`config.mk`:
```
export PLATFORM = sky130hd
export DESIGN_NAME = instruction_cache
export DESIGN_NICKNAME = d
export VERILOG_FILES = /design/src/rtl/instruction_cache.sv
export SDC_FILE = /design/constraint.sdc
export NUM_CORES = 1
export LEC_CHECK = 0
export BUFFER_PORTS_ARGS = -buffer_cell sky130_fd_sc_hd__buf_2
export CAP_MARGIN = 20
export CORE_MARGIN = 3
export CORE_UTILIZATION = 50
export DETAILED_ROUTE_END_ITERATION = 8
export PLACE_DENSITY_LB_ADDON = 0.08
export RECOVER_POWER = 100
export SYNTH_ARGS = -nofsm -noshare
export SYNTH_HDL_FRONTEND = slang
export SYNTH_SLANG_ARGS = --single-unit
```
`constraint.sdc`:
```
create_clock -name CLK -period 16.9 [get_ports CLK]
set_input_delay 0.845 -clock CLK [delete_from_list [all_inputs] [get_ports CLK]]
set_output_delay 0.845 -clock CLK [all_outputs]
set_load 0.005 [all_outputs]
```
`src/rtl/instruction_cache.sv`:
```
// Direct-mapped, read-only instruction cache: 8 lines x 4 words (16 B/line).
// Hits return INSTRUCTION combinationally with BUSYWAIT low. A miss raises
// BUSYWAIT, latches the line address and refills it from memory through a
// MEM_READ / MEM_BUSYWAIT handshake.
//
// Ports:
//   CLK           system clock, state updates on posedge
//   RESET         asynchronous active-low reset
//   PC            fetch address (PC[3:2] word, PC[6:4] index, PC[31:7] tag)
//   INSTRUCTION   word for PC, meaningful only while BUSYWAIT is low
//   BUSYWAIT      stall request to the PC and IF/ID registers
//   MEM_READ      line read request to instruction memory
//   MEM_ADDRESS   line address of the pending miss (PC[31:4])
//   MEM_READDATA  refill line, word n at bits [32n+31:32n]
//   MEM_BUSYWAIT  memory busy; low during READ marks the data cycle
module instruction_cache (
  input  logic         CLK,
  input  logic         RESET,
  input  logic [31:0]  PC,
  output logic [31:0]  INSTRUCTION,
  output logic         BUSYWAIT,
  output logic         MEM_READ,
  output logic [27:0]  MEM_ADDRESS,
  input  logic [127:0] MEM_READDATA,
  input  logic         MEM_BUSYWAIT
);

  typedef enum logic [0:0] {StIdle, StRead} state_e;

  state_e       state_q, state_d;
  logic [27:0]  miss_addr_q, miss_addr_d;
  logic [7:0]   valid_q;
  logic [24:0]  tag_q  [8];
  logic [127:0] data_q [8];

  logic [2:0]   idx;
  logic [6:0]   bit_off;
  logic         hit;
  logic         fill_en;

  assign idx     = PC[6:4];
  assign bit_off = {PC[3:2], 5'd0};
  assign hit     = valid_q[idx] && (tag_q[idx] == PC[31:7]);
  // Fill only in the data cycle; reset keeps the FSM in StIdle so a partial
  // fill is dropped without touching the arrays.
  assign fill_en = RESET && (state_q == StRead) && !MEM_BUSYWAIT;

  // State register, miss address and valid bits.
  always_ff @(posedge CLK or negedge RESET) begin
    if (!RESET) begin
      state_q     <= StIdle;
      miss_addr_q <= 28'd0;
      valid_q     <= 8'd0;
    end else begin
      state_q     <= state_d;
      miss_addr_q <= miss_addr_d;
      if (fill_en) begin
        valid_q[miss_addr_q[2:0]] <= 1'b1;
      end
    end
  end

  // Tag and data arrays are deliberately not reset.
  always_ff @(posedge CLK) begin
    if (fill_en) begin
      tag_q[miss_addr_q[2:0]]  <= miss_addr_q[27:3];
      data_q[miss_addr_q[2:0]] <= MEM_READDATA;
    end
  end

  // Next-state logic.
  always_comb begin
    state_d     = state_q;
    miss_addr_d = miss_addr_q;
    unique case (state_q)
      StIdle: begin
        if (!hit) begin
          miss_addr_d = PC[31:4];
          state_d     = StRead;
        end
      end
      StRead: begin
        if (!MEM_BUSYWAIT) begin
          state_d = StIdle;
        end
      end
      default: state_d = StIdle;
    endcase
  end

  // Outputs; all forced low while reset is held.
  always_comb begin
    INSTRUCTION = 32'd0;
    BUSYWAIT    = 1'b0;
    MEM_READ    = 1'b0;
    MEM_ADDRESS = 28'd0;
    if (RESET) begin
      INSTRUCTION = data_q[idx][bit_off +: 32];
      MEM_ADDRESS = miss_addr_q;
      unique case (state_q)
        StIdle: BUSYWAIT = !hit;
        StRead: begin
          BUSYWAIT = 1'b1;
          MEM_READ = 1'b1;
        end
        default: BUSYWAIT = 1'b0;
      endcase
    end
  end

endmodule

```
==> impl_metrics.yaml, run 1 <==
setup_path:
  end_kind: "register"
  ff2ff_setup_slack_ps: 7820
  path_class: "input pin to register"
  worstPathArrival_ps: 11310
  crit_path_top_delay_cell: "clkbuf_1"
  crit_top_cell: "clkbuf_1"
  crit_fanout: 115
  crit_start: "RESET"
  required_ps: 17500
  timing.critical_path.from_type: "input pin"
  r2r-start: "state_q"
  crit_chain: "clkbuf_1, clkinv_1, clkbuf_1, or4_1, nor2_1, clkbuf_1, or2_2"
  critical-path-max-stage-delay_ps: 6100
yosys:
  yosys.area.top_type_share_pct: 75.8
  synth-edff-count: 1224
  ys_warn_count: 0
  netlist_instances: 2012
  synth_ff_type: "edfxtp_1"
  yosys.area.top_type: "edfxtp_1"
  synth_seq_area_share_pct: 77.7
  ys_ff_latch: 1261
  synth.distinct_cells: 41
  yosysMostFrequentCell: "edfxtp_1"
  synthArstFlopShare_pct: 2.93
  syn_area_per_cell_um2: 24.1
  synth_fp_nets: 2175
  synth_common_cells: "1224 x edfxtp_1, 344 x mux4_2, 99 x mux2i_1"
  synth.area.top_cells: "edfxtp_1 76%, mux4_2 16%, mux2i_1 2.0%, dfrtp_1 1.9%, mux2_4 0.62%"
  synth.cell_area_um2: 48500
clock_network:
  cts_htree_levels: 4
  cts-hold-fix-buffers: 0
  clockBufferDepth: 3
  cts-resized-gates: 0
  numCtsBuffers: 134
  clkTransAtPathRegs_ps: 60
  cts_setup_buffers: 0
  cts_tree: "done"
  root_buffer: "clkbuf_16"
  cts.sinks: 1261
  clk-insertion-delay-late_ps: 710
global_routing:
  track_usage_pct: 21.0
  grt_pass1_wl_um: 153000
  grt_overflow: 0
  grt_max_degree: 147
  grt_antenna_before_repair: 29
  grt_pass1_vias: 23100
sta:
  slew_viol_final: 1540
  fin_crit_ps: 10710
  rsz0062_at_grt: "no"
  setup_violations: 0
  post-route-period-util_pct: 63.4
  hold_viol: 0
  setup-tns-final_ps: 0
  tightest_slew_ps: 8990
  hold_ws_ps: 391
  skew_ps: 13.6
  fmax_ghz: 0.0934
  relSlewSlack_pct: -499
routing:
  vias_per_cell: 5.91
  first_pass_iters: 5
  ant_nets: 0
  dr.max_layer_used: "met5"
  wirelength_um: 104000
  drt_iter0_drc: 1876
  wl_met2_um: 51100
  wire_per_inst_um: 28.2
  wl_met1_um: 43700
  wl_met3_um: 6690
  num_vias: 21800
  drc_errors: 0
power:
  p_int_mw: 5.39
  power_density_nw_per_um2: 123
  p_sw_mw: 1.39
  p_seq_share_pct: 52.7
  swShare_pct: 20.5
  leakagePower_nw: 17.4
  pwr-share-comb_pct: 5.6
  clkPwrFrac_pct: 41.7
  peakVddDrop_v: 0.0000849
cells_and_area:
  area_delta_synth_final_pct: 13.4
  nFillCells: 7110
  register_area_um2: 37700
  final_nets: 2467
  finalNonFillerCells: 3689
  drive_gt1_share_pct: 25.9
  multiInputGateArea_um2: 10200
floorplanning:
  die_area_um2: 101000
  fp-row-count: 113
  core-area_um2: 95600
  die_x_um: 317
  die_y_um: 317
  start_util_pct: 50.7
  io_pins: 225
run:
  max_cap_violations: 29
status:
  violations: "max-capacitance violations, max-slew violations"
  status: "finished, violations left"
placement:
  port-buffer-count: 222
  dp_cells: 3432
  place.gp.congestion: 0.750
  place_hpwl_um: 55200
worst_hold_path:
  hold_class: "input pin to register"
  min-delay-start: "PC[27]"
## worst max-delay path, delay by kind of cell
kind / cells / cell delay (ps)
simple gates: 3 / 2790
buf+inv: 4 / 7590
## sequential cells by signal, summed over array words and instances (netlist names)
register	count
state_q	1
data_q	1024
miss_addr_q	28
tag_q	200
valid_q	8
## kinds of logic (layout without fill, tap and decap cells)
group / Yosys count / count (layout) / synth area share [%]
flip-flops: 1261 / 1261 / 77.7
multiplexers: 472 / 472 / 18.9
AND/OR/NAND/NOR: 119 / 119 / 1.34
buffers and inverters: 103 / 497 / 1.02
AO/OA/AOI/OAI: 36 / 36 / 0.658
XOR/XNOR: 21 / 21 / 0.379
other: 0 / 18 / 0
## per-layer routing
metal,GRT usage (%),up-vias
met5,0,-
met4,6.62,16
met3,4.99,173
met2,33.6,601
met1,29.1,11800
li1,-,9216
## path summary, 6_finish.rpt
| path | end | cells past startpoint |
|---|---|---|
| setup / recovery | valid_q[2] | 7 |
| hold / removal | miss_addr_q[23] | 2 |
| setup reg to reg | valid_q[2] | 5 |
| hold reg to reg | valid_q[0] | 1 |
| max in group asynchronous | miss_addr_q[25] | 2 |
| min in group asynchronous | miss_addr_q[8] | 2 |
## through the flow
stage | utilization, % | setup WS (ps) | power (mW) | instance area [um2]
CTS | 57.9 | 11190 | 6.85 | 55400
global placement | 53.5 | 11220 | 4.00 | 51100
detailed placement | 53.5 | 11190 | 4.02 | 51100
floorplan | - | 3870 | 3.86 | 48500
global route | 57.5 | 5540 | 7.01 | 54900
finish | 57.5 | 6190 | 6.77 | 54900
## power by group through the flow
stage	combinational, mW	clock (mW)	sequential, mW
final	0.378	2.83	3.57
after global routing	0.411	3.02	3.58
after CTS	0.395	2.89	3.56
after detailed placement	0.394	0	3.63
after global placement	0.387	0	3.62
after floorplan	0.238	0	3.62
## cell type report
cell class                 count  share of cell area, %
antenna                       18                 0.0820
sequential                  1261                   68.6
inverter                       3                 0.0205
tap                         1265                   2.88
timing repair buffer         256                   2.06
clock inverter                66                   1.03
clock buffer                 172                   6.72
multi-input combinational    648                   18.6
## cells in the final DEF, fill, tap and decap left out, drive strengths merged, types with 4 or more instances in the layout
cell / Yosys / layout
nor2: 43 / 43
a221oi: 9 / 9
diode: 0 / 18
mux2: 29 / 29
a22o: 15 / 15
clkbuf: 46 / 365
and2: 31 / 31
dfrtp: 37 / 37
mux2i: 99 / 99
xor2: 16 / 16
nand2: 6 / 6
inv: 2 / 4
nor4: 6 / 6
clkinvlp: 0 / 4
nor2b: 6 / 6
bufinv: 0 / 10
clkinv: 1 / 51
nand4: 4 / 4
edfxtp: 1224 / 1224
buf: 54 / 63
xnor2: 5 / 5
or2: 8 / 8
mux4: 344 / 344
Note: power is estimated with default switching activity, not from simulation.
==> run 2, diff against run 1 <==
- ABC_AREA: not set -> 1
- clock period: 16.9 -> 11.18 ns (I/O delays scaled with it)
==> impl_metrics.yaml, run 2 <==
setup_path:
  r2r-start: "state_q"
  end_kind: "register"
  required_ps: 11440
  path_class: "input pin to register"
  timing.critical_path.from_type: "input pin"
  crit_start: "RESET"
  worstPathArrival_ps: 7910
  crit_fanout: 51
yosys:
  synth_ff_type: "edfxtp_1"
  synth-edff-count: 1224
  ys_warn_count: 0
  yosys.area.top_type_share_pct: 73.4
  ys_ff_latch: 1261
  yosys.area.top_type: "edfxtp_1"
  synth_common_cells: "1224 x edfxtp_1, 686 x nor2_1, 539 x o21ai_0"
  netlist_instances: 3907
  syn_area_per_cell_um2: 12.8
  synth_seq_area_share_pct: 75.2
  synthArstFlopShare_pct: 2.93
  synth.cell_area_um2: 50100
  synth.distinct_cells: 21
  synth.area.top_cells: "edfxtp_1 73%, o21ai_0 5.4%, nor2_1 5.1%, o221ai_1 3.3%, nand2_1 2.9%"
  synth_fp_nets: 4070
  yosysMostFrequentCell: "edfxtp_1"
cells_and_area:
  layout.cells.most_common_list: "1224 x edfxtp_1, 682 x nor2_1, 539 x o21ai_0, 390 x nand2_1, 238 x nand3_1"
  largest_reg_flops: 1024
  area_delta_synth_final_pct: 12.3
  final_nets: 4203
  drive_gt1_share_pct: 6.96
  layout_commonest_cell: "edfxtp_1"
  nFillCells: 8144
floorplanning:
  start_util_pct: 50.7
  fp-row-count: 115
  io_pins: 225
  core-area_um2: 98900
  die_x_um: 323
  die_y_um: 323
  die_area_um2: 104000
sta:
  skew_ps: 16.7
  fin_crit_ps: 7650
  relSlewSlack_pct: -188
  rsz0062_at_grt: "no"
  post-route-period-util_pct: 68.4
  tightest_slew_ps: 4330
  slew_viol_final: 714
  setup_ws_ps: 3530
  hold_viol: 0
  setup_violations: 0
  fmax_ghz: 0.131
  setup-tns-final_ps: 0
global_routing:
  grt_pass1_vias: 30500
  grt_max_degree: 235
  grt_overflow: 0
  grt_pass1_wl_um: 195000
  grt_antenna_before_repair: 30
  track_usage_pct: 25.3
routing:
  drc_errors: 0
  wirelength_um: 132000
  vias_per_cell: 5.82
  wire_per_inst_um: 24.3
  drt_iter0_drc: 2831
  ant_nets: 0
  first_pass_iters: 7
  num_vias: 31800
clock_network:
  cts_tree: "done"
  cts.sinks: 1261
  clkTransAtPathRegs_ps: 60
  clockBufferDepth: 3
  clk-insertion-delay-late_ps: 740
  root_buffer: "clkbuf_16"
  numCtsBuffers: 136
  cts_htree_levels: 4
placement:
  place.gp.congestion: 0.750
  pre_cts_slack_ps: 6050
  port-buffer-count: 222
  place_hpwl_um: 65300
power:
  power_density_nw_per_um2: 197
  leakagePower_nw: 19.0
  peakVddDrop_v: 0.000189
worst_hold_path:
  min-delay-start: "MEM_BUSYWAIT"
  hold_class: "input pin to register"
status:
  violations: "max-capacitance violations, max-slew violations"
  status: "finished, violations left"
run:
  max_cap_violations: 15
run 2: changes by cell type after synthesis, sizes merged, moves of 30 or more:
cell,previous run,this run
nor2,43,686
o21ai,3,581
nand2,6,390
mux4,344,0
nand3,2,238
o221ai,0,186
inv,2,145
clkbuf,46,187
mux2i,99,0
o22ai,0,70
buf,54,86
and2,31,0
a31oi,2,32
run 2: path summary, 6_finish.rpt:
check                                  endpoint  slack, ps  cells after the start
max in group asynchronous        miss_addr_q[2]       5850                      4
worst max-delay path               tag_q[2][24]       3530                      8
min in group asynchronous       miss_addr_q[16]        690                      2
worst min-delay path                    state_q         60                      3
worst min register to register       valid_q[7]        460                      1
worst max register to register     tag_q[2][24]       4690                      6
run 2: layout make-up:
class	count	area (um2)	share of cell area (%)
clock inverter	64	591	1.05
inverter	145	567	1.01
tap	1287	1610	2.86
antenna	16	40.0	0.0712
timing repair buffer	268	1290	2.30
sequential	1261	37700	67.0
multi-input combinational	2228	10700	19.0
clock buffer	185	3750	6.67
run 2: per-stage QoR:
step	area, um2	hold slack (ps)	util, %	power [mW]	instances
after global placement	52200	452	52.8	6.80	5188
final	56200	61.9	56.9	11.1	5454
after CTS	56500	7.30	57.2	11.2	5438
after global routing	56200	61.1	56.9	11.5	5446
after floorplan	50100	263	-	6.42	3907
after detailed placement	52200	452	52.8	6.82	5188
run 2: power by group:
part | internal, mW | leakage, nW | switching (mW)
combinational | 0.235 | 5.40 | 0.688
clock | 2.59 | 2.13 | 1.77
sequential | 5.62 | 11.5 | 0.171
run 2: cell families after synthesis:
logic type | after synthesis | share of synthesized area [%]
buffers and inverters | 418 | 3.45
AOI/OAI and AO/OA | 891 | 10.6
and+or+nand+nor | 1337 | 10.8
DFF | 1261 | 75.2
run 2: worst max-delay path: stages:
cell,delay [ps]
dlygate4sd3_1,520
clkbuf_1,1020
nand2_1,240
nor2_1,240
nand2_1,240
nor2_1,1600
buf_4,990
clkbuf_1,2360
run 2: metal layers:
metal  wire [um]  vias to the layer above  share of wire [%]  track usage (%)
li1            -                    14600                  -                -
met1       56500                    15900                 43             34.5
met2       63400                     1001                 48             40.3
met3        8310                      233                6.3             4.78
met4        4010                       14                3.0             10.2
met5          92                        -              0.070                0
run 2: what timing repair did:
action                                 4_1_cts  5_1_grt
hold buffers                                 1        0
buffers inserted                             0        0
endpoints found under the hold margin       11        0
gates resized for setup                      0        0
